## src/rtl/bcd_pkg.sv

```systemverilog
// Shared BCD conversion definitions: FSM states and digit-adjust constants.
// The binary-to-BCD side uses this package too, with threshold 5 and add 3.
package bcd_pkg;

  typedef enum logic [1:0] {IDLE, SHIFT, ADJUST} state_e;

  localparam logic [3:0] BCD_ADJ_THRESH = 4'd8;
  localparam logic [3:0] BCD_ADJ_VAL    = 4'd3;
  localparam logic [3:0] BCD_MAX_DIGIT  = 4'd9;

endpackage

```

## src/rtl/bcd2bin_if.sv

```systemverilog
// Start/data-valid handshake bundle for the BCD-to-binary converter.
interface bcd2bin_if #(
  parameter int DECIMAL_DIGITS = 2,
  parameter int OUTPUT_WIDTH   = 7
);
  logic [4*DECIMAL_DIGITS-1:0] i_BCD;
  logic                        i_Start;
  logic [OUTPUT_WIDTH-1:0]     o_Binary;
  logic                        o_DV;
  logic                        o_Busy;
  logic                        o_Err;

  modport master (output i_BCD, i_Start, input o_Binary, o_DV, o_Busy, o_Err);
  modport slave  (input i_BCD, i_Start, output o_Binary, o_DV, o_Busy, o_Err);
endinterface

```

## src/rtl/bcd_digit_sub3.sv

```systemverilog
// One reverse-double-dabble digit correction: nibbles >= 8 drop by 3.
module bcd_digit_sub3
  import bcd_pkg::*;
(
  input  logic [3:0] d_i,
  output logic [3:0] d_o
);
  assign d_o = (d_i >= BCD_ADJ_THRESH) ? d_i - BCD_ADJ_VAL : d_i;
endmodule

```

## src/rtl/bcd2bin.sv

```systemverilog
// Sequential BCD-to-binary converter (reverse double dabble, 1 bit per SHIFT).
// Optional macro BCD2BIN_DIGIT_CHECK_EN flags nibbles > 9 via o_Err.
module bcd2bin
  import bcd_pkg::*;
#(
  parameter int DECIMAL_DIGITS = 2,
  parameter int OUTPUT_WIDTH   = 7
) (
  input  logic      i_Clock,
  input  logic      i_Reset,
  bcd2bin_if.slave  bus
);
  localparam int CW = $clog2(OUTPUT_WIDTH) + 1;
  localparam int BW = 4 * DECIMAL_DIGITS;
  localparam logic [CW-1:0] LAST = CW'(OUTPUT_WIDTH - 1);

  if ((64'd1 << OUTPUT_WIDTH) <= 64'(10 ** DECIMAL_DIGITS) - 64'd1) begin : g_bad_width
    $error("bcd2bin: OUTPUT_WIDTH too small for DECIMAL_DIGITS");
  end

  state_e                             state_q, state_d;
  logic [CW-1:0]                      cnt_q, cnt_d;
  logic [DECIMAL_DIGITS-1:0][3:0]     bcd_q, bcd_d, bcd_adj;
  logic [OUTPUT_WIDTH-1:0]            bin_q, bin_d, out_q, out_d;
  logic                               dv_q, dv_d;
  logic [BW+OUTPUT_WIDTH-1:0]         work_sh;
  logic                               start_w, done_w, force_zero;

  for (genvar g = 0; g < DECIMAL_DIGITS; g++) begin : g_dig
    bcd_digit_sub3 u_sub3 (.d_i(bcd_q[g]), .d_o(bcd_adj[g]));
  end

  assign work_sh = {bcd_q, bin_q} >> 1;
  assign start_w = (state_q == IDLE) && bus.i_Start;
  assign done_w  = (state_q == SHIFT) && (cnt_q == LAST);

  always_comb begin
    state_d = state_q;
    cnt_d   = cnt_q;
    bcd_d   = bcd_q;
    bin_d   = bin_q;
    out_d   = out_q;
    dv_d    = 1'b0;
    case (state_q)
      IDLE: if (bus.i_Start) begin
        bcd_d   = bus.i_BCD;
        bin_d   = '0;
        cnt_d   = '0;
        state_d = SHIFT;
      end
      SHIFT: begin
        {bcd_d, bin_d} = work_sh;
        cnt_d          = cnt_q + 1'b1;
        if (cnt_q == LAST) begin
          // An invalid-digit conversion reports zero rather than garbage.
          out_d   = force_zero ? '0 : work_sh[OUTPUT_WIDTH-1:0];
          dv_d    = 1'b1;
          state_d = IDLE;
        end else begin
          state_d = ADJUST;
        end
      end
      ADJUST: begin
        bcd_d   = bcd_adj;
        state_d = SHIFT;
      end
      default: state_d = IDLE;
    endcase
  end

  always_ff @(posedge i_Clock or posedge i_Reset) begin
    if (i_Reset) begin
      state_q <= IDLE;
      cnt_q   <= '0;
      bcd_q   <= '0;
      bin_q   <= '0;
      out_q   <= '0;
      dv_q    <= 1'b0;
    end else begin
      state_q <= state_d;
      cnt_q   <= cnt_d;
      bcd_q   <= bcd_d;
      bin_q   <= bin_d;
      out_q   <= out_d;
      dv_q    <= dv_d;
    end
  end

`ifdef BCD2BIN_DIGIT_CHECK_EN
  logic [DECIMAL_DIGITS-1:0] bad_dig;
  logic                      err_q, err_out_q;

  for (genvar g = 0; g < DECIMAL_DIGITS; g++) begin : g_chk
    assign bad_dig[g] = bus.i_BCD[4*g +: 4] > BCD_MAX_DIGIT;
  end

  always_ff @(posedge i_Clock or posedge i_Reset) begin
    if (i_Reset) begin
      err_q     <= 1'b0;
      err_out_q <= 1'b0;
    end else if (start_w) begin
      err_q     <= |bad_dig;
      err_out_q <= 1'b0;
    end else if (done_w) begin
      err_out_q <= err_q;
    end
  end

  assign force_zero = err_q;
  assign bus.o_Err  = err_out_q;
`else
  assign force_zero = 1'b0;
  assign bus.o_Err  = 1'b0;
`endif

  assign bus.o_Binary = out_q;
  assign bus.o_DV     = dv_q;
  assign bus.o_Busy   = (state_q != IDLE);

endmodule

```

## src/flat_wrapper.sv

```systemverilog
// flat-port wrapper written by rule: the top's interface ports become plain ports
module bcd2bin_flat import bcd_pkg::*;
#(
  parameter int DECIMAL_DIGITS = 2,
  parameter int OUTPUT_WIDTH   = 7
)
  (i_Clock, i_Reset, bus_i_BCD, bus_i_Start, bus_o_Binary, bus_o_DV, bus_o_Busy, bus_o_Err);
  bcd2bin_if #(.DECIMAL_DIGITS(DECIMAL_DIGITS), .OUTPUT_WIDTH(OUTPUT_WIDTH)) bus_i ();
  input  logic i_Clock;
  input  logic i_Reset;
  input wire logic [$bits(bus_i.i_BCD)-1:0] bus_i_BCD;
  input wire logic [$bits(bus_i.i_Start)-1:0] bus_i_Start;
  output wire logic [$bits(bus_i.o_Binary)-1:0] bus_o_Binary;
  output wire logic [$bits(bus_i.o_DV)-1:0] bus_o_DV;
  output wire logic [$bits(bus_i.o_Busy)-1:0] bus_o_Busy;
  output wire logic [$bits(bus_i.o_Err)-1:0] bus_o_Err;
  assign bus_i.i_BCD = bus_i_BCD;
  assign bus_i.i_Start = bus_i_Start;
  assign bus_o_Binary = bus_i.o_Binary;
  assign bus_o_DV = bus_i.o_DV;
  assign bus_o_Busy = bus_i.o_Busy;
  assign bus_o_Err = bus_i.o_Err;
  bcd2bin #(.DECIMAL_DIGITS(DECIMAL_DIGITS), .OUTPUT_WIDTH(OUTPUT_WIDTH)) u_core (.i_Clock(i_Clock), .i_Reset(i_Reset), .bus(bus_i));
endmodule
```

## config.mk

```make
export PLATFORM = sky130hd
export DESIGN_NAME = bcd2bin_flat
export DESIGN_NICKNAME = d
export VERILOG_FILES = /design/src/rtl/bcd_pkg.sv /design/src/rtl/bcd2bin_if.sv /design/src/rtl/bcd_digit_sub3.sv /design/src/rtl/bcd2bin.sv /design/src/flat_wrapper.sv
export SDC_FILE = /design/constraint.sdc
export NUM_CORES = 1
export LEC_CHECK = 0
export ABC_AREA = 0
export CORE_MARGIN = 4
export CORE_UTILIZATION = 50
export CTS_CLUSTER_SIZE = 8
export DETAILED_ROUTE_END_ITERATION = 8
export DONT_BUFFER_PORTS = 1
export GPL_ROUTABILITY_DRIVEN = 0
export GPL_TIMING_DRIVEN = 0
export PLACE_DENSITY = 0.75
export SLEW_MARGIN = 20
export SYNTH_ARGS = -nofsm -noshare
export SYNTH_HDL_FRONTEND = slang
export SYNTH_SLANG_ARGS = --single-unit
```

## constraint.sdc

```tcl
create_clock -name i_Clock -period 2.5 [get_ports i_Clock]
set_input_delay 0.25 -clock i_Clock [delete_from_list [all_inputs] [get_ports i_Clock]]
set_output_delay 0.25 -clock i_Clock [all_outputs]
set_load 0.03 [all_outputs]
```

==> impl_summary.txt <==
----------------------------------------------------
[Outcome]
  Result of the run ... finished clean

[Logic synthesis]
  Leading area contributor after synthesis ... sky130_fd_sc_hd__dfrtp_1
  Cell area after synthesis ... around 1500 um2
  Most area-consuming cells after synthesis ... sky130_fd_sc_hd__dfrtp_1 48%, sky130_fd_sc_hd__ha_1 8.5%, sky130_fd_sc_hd__mux2_2 6.9%
  YS warnings ... 0
  Average size of a mapped cell ... 10.69 um2
  Synthesized flop and latch total ... 28
  Synth Instances ... between 100 and 150
  Area share of the largest cell type after synthesis ... 0.4782
  Distinct cell type count after synthesis ... 34
  Net count after synthesis ... between 150 and 200
  Register area share after synthesis ... 0.4782

[STA]
  Worst Max-Slew Pin Slew ... between 0.5 and 0.6 ns
  Final count of pins violating max slew ... 0
  Total count of hold-check failures in the final report ... 0
  Accumulated negative setup slack ... 0 ns
  Final clock period utilization by the worst path ... 0.6838
  Final count of negative-setup-slack endpoints ... 0
  Slew headroom ... 0.6222
  Shortest period the worst path allows ... between 1.5 and 2 ns
  Maximum clock rate ... slightly below 0.6 GHz
  Final clock skew ... 0.003636 ns
  Unrepaired setup endpoints after global routing ... no

[Floorplanning]
  FP Rows ... 19
  Initial standard-cell utilization of the core ... 0.5268
  Number of placed I/O pins ... 21
  Horizontal die dimension ... 62.13 um
  Die boundary height ... just over 60 um
  Placeable core region ... 2781 um2
  Floorplan die area ... 3860 um2

[Worst setup path]
  Required time of the worst setup path ... roughly 2.7 ns
  Crit path arrival time ... a little under 2 ns
  Critical path capture point type ... flip-flop
  CP Class ... flip-flop to flip-flop
  Top delay family on crit path ... flip-flops
  Cell with the biggest individual delay on the critical path ... sky130_fd_sc_hd__dfrtp_1
  Highest fanout seen on the critical path ... 10
  Buffering stage count on the worst path with inverters included ... 2
  Stage delay of the slowest cell on the critical path ... between 0.4 and 0.5 ns
  Series of cell instances along the critical path ... inv_1 > ha_1 > buf_2 > a31oi_1 > mux2_1
  Kind of start point of the critical path ... flip-flop

[Clocking]
  Buffer cell driving the clock tree root ... sky130_fd_sc_hd__clkbuf_4
  Maximum clock path buffer count ... 2
  Clock latency on the worst-skew pair ... approximately 0.32 ns
  Level count of the clock H-tree ... 1
  TritonCTS Sinks ... 28
  Hold-fix buffer count after cts ... 0
  Resized cells post-CTS ... 0
  Clock tree from TritonCTS ... done
  Count of buffers added by post-CTS timing repair for setup ... 0
  TritonCTS Buffers ... 3
  CTS clock-pin slew for the worst setup and hold paths ... 0.15 ns

[Power]
  Highest ir drop seen on vdd ... between 0.8 and 0.9 mV
  Power per cell area ... around 1400 nW/um2
  Static power due to leakage ... about 0.76 nW
  Final Power ... between 0.002 and 0.0025 W

[Detailed routing]
  Number of iterations in the first detailed-routing pass ... 4
  DRT antenna net count ... 0
  DRC ... 0
  DR iter-0 viols ... 49
  Wire length reported by the detailed router ... about 2700 um
  Detailed-route vias per instance ... 5.850
  Routed len/inst ... approximately 15 um
  Total number of vias ... about 1000

[Global route]
  Via count of the first global-routing pass ... ~1100
  Global-route wire length before repair ... 4650 um
  Largest net degree at the start of global routing ... 29
  Congestion Overflow GR ... 0
  Initial antenna violation count ... 0
  Total routing usage reported by global routing ... 0.1431

[Finish]
  Area used by multi-input combinational logic ... 690.7 um2
  Number of inserted diodes ... 0
  Share of final-layout standard cells stronger than drive strength 1 ... 0.1761
  Net count, final ... between 150 and 200
  FF+latch area ... 700.7 um2
  Fill cell count ... roughly 250
  Area delta synth->final ... 6.917%

[Place]
  Detailed-placement wirelength estimate ... 2035 um
  PortBufs ... 0

[Worst hold path]
  Classification of the worst-slack hold path ... primary input to flip-flop

[Job]
  Count of maximum capacitance violations ... 0

----------------------------------------------------
-- logic make-up (layout without fill, tap and decap cells) --
group,Yosys count,in the layout,share of synthesized area
muxes,13,13,0.1008
buffers and inverters,16,21,0.05038
xor gates and xnor gates,2,2,0.01196
other,1,1,0.002559
AOI/OAI and AO/OA,35,35,0.1623
adders and majority gates,10,10,0.08540
DFF,28,28,0.4782
and+or+nand+nor,32,32,0.1085
-- metrics by stage --
stage / worst slack [ns] / hold slack (ns) / utilization / cell area (um2) / cells
floorplan: 0.9788 / 0.3154 / - / 1465 / 137
finish: 0.7904 / 0.1119 / 0.5632 / 1567 / 173
CTS: 0.7568 / 0.07123 / 0.5596 / 1556 / 172
detailed placement: 0.7929 / 0.4370 / 0.5407 / 1504 / 168
global placement: 0.8527 / 0.4352 / 0.5407 / 1504 / 168
global route: 0.7073 / 0.1250 / 0.5632 / 1567 / 173
-- metal layers --
metal  wire length [um]  track usage  part of all wire
met5                  0            0                 0
met4                 17      0.04336            0.0064
met3                108      0.02342             0.040
met2               1408       0.2617              0.53
met1               1136       0.1684              0.43
-- report_power, final --
part	switching [W]	leakage (nW)	internal [W]
Combinational	0.000527	0.382	0.000420
Sequential	0.000255	0.355	0.000630
Clock	0.000128	0.0279	0.000162
Total	0.000910	0.765	0.00121
-- placed cells by master (no fill, tap or decap), types with 2 or more instances in the layout --
| cell type | Yosys | layout |
|---|---|---|
| sky130_fd_sc_hd__a21oi_1 | 4 | 4 |
| sky130_fd_sc_hd__a31oi_1 | 3 | 3 |
| sky130_fd_sc_hd__ha_1 | 10 | 10 |
| sky130_fd_sc_hd__nor3_1 | 2 | 2 |
| sky130_fd_sc_hd__mux2_2 | 9 | 9 |
| sky130_fd_sc_hd__inv_1 | 12 | 11 |
| sky130_fd_sc_hd__nor2_1 | 7 | 7 |
| sky130_fd_sc_hd__nand2_1 | 14 | 14 |
| sky130_fd_sc_hd__clkbuf_4 | 0 | 3 |
| sky130_fd_sc_hd__a22oi_1 | 4 | 4 |
| sky130_fd_sc_hd__buf_2 | 2 | 2 |
| sky130_fd_sc_hd__dfrtp_1 | 28 | 28 |
| sky130_fd_sc_hd__mux2i_1 | 2 | 2 |
| sky130_fd_sc_hd__a21oi_2 | 2 | 2 |
| sky130_fd_sc_hd__o21ai_0 | 10 | 10 |
| sky130_fd_sc_hd__xnor2_1 | 2 | 2 |
| sky130_fd_sc_hd__a22o_1 | 7 | 7 |
| sky130_fd_sc_hd__a21o_1 | 2 | 2 |
-- area by class of cell --
cell class	count	area share
inverter	12	0.02875
buffer	4	0.01837
timing repair buffer	1	0.006390
multi-input combinational	93	0.4409
clock buffer	3	0.01438
clock inverter	1	0.01917
tap	31	0.02476
sequential	28	0.4473
-- synth_stat cells --
cell type                  count
sky130_fd_sc_hd__o21ai_2       1
sky130_fd_sc_hd__nor2b_1       1
sky130_fd_sc_hd__a21oi_2       2
sky130_fd_sc_hd__conb_1        1
sky130_fd_sc_hd__nor2_1        7
sky130_fd_sc_hd__mux2_2        9
sky130_fd_sc_hd__and2_1        1
sky130_fd_sc_hd__and3b_1       1
sky130_fd_sc_hd__buf_2         2
sky130_fd_sc_hd__buf_6         1
sky130_fd_sc_hd__xnor2_1       2
sky130_fd_sc_hd__nand2_1      14
sky130_fd_sc_hd__buf_4         1
sky130_fd_sc_hd__nand2_2       1
sky130_fd_sc_hd__a31oi_1       3
sky130_fd_sc_hd__a22oi_1       4
sky130_fd_sc_hd__nor3_1        2
sky130_fd_sc_hd__mux2i_1       2
sky130_fd_sc_hd__nand2b_2      1
sky130_fd_sc_hd__a21o_1        2
sky130_fd_sc_hd__a22o_1        7
sky130_fd_sc_hd__nand2b_4      1
sky130_fd_sc_hd__dfrtp_1      28
sky130_fd_sc_hd__ha_1         10
sky130_fd_sc_hd__nor3b_1       1
sky130_fd_sc_hd__o32a_1        1
sky130_fd_sc_hd__and2b_1       1
sky130_fd_sc_hd__a21oi_1       4
sky130_fd_sc_hd__o21ai_0      10
sky130_fd_sc_hd__nand3_1       1
sky130_fd_sc_hd__o22ai_1       1
sky130_fd_sc_hd__inv_1        12
sky130_fd_sc_hd__mux2_4        1
sky130_fd_sc_hd__mux2_1        1
-- registers in the layout, summed over array words and instances (netlist names) --
name and cells:
u_core.bus.o_Binary 7, u_core.bus.o_DV 1, u_core.bin_q 6, u_core.state_q 2
u_core.bcd_q 8, u_core.cnt_q 4
-- worst reg2reg max path, stage by stage, from the launching register on --
cell	delay, ns
sky130_fd_sc_hd__dfrtp_1	0.43
sky130_fd_sc_hd__inv_1	0.08
sky130_fd_sc_hd__ha_1	0.42
sky130_fd_sc_hd__buf_2	0.27
sky130_fd_sc_hd__a31oi_1	0.10
sky130_fd_sc_hd__mux2_1	0.31
-- worst paths after layout --
check,from,to,slack (ns),cells past startpoint
worst max-delay path,u_core.state_q[0],u_core.bcd_q[2],0.79,5
worst max register to register,u_core.state_q[0],u_core.bcd_q[2],0.79,5
worst min register to register,u_core.bin_q[1],u_core.bin_q[1],0.54,1
worst min-delay path,bus_i_Start,u_core.state_q[0],0.11,3
max in group asynchronous,i_Reset,u_core.bcd_q[5],1.71,2
min in group asynchronous,i_Reset,u_core.bus.o_Binary[5],0.42,2
Power figures use the tool's default switching activity.
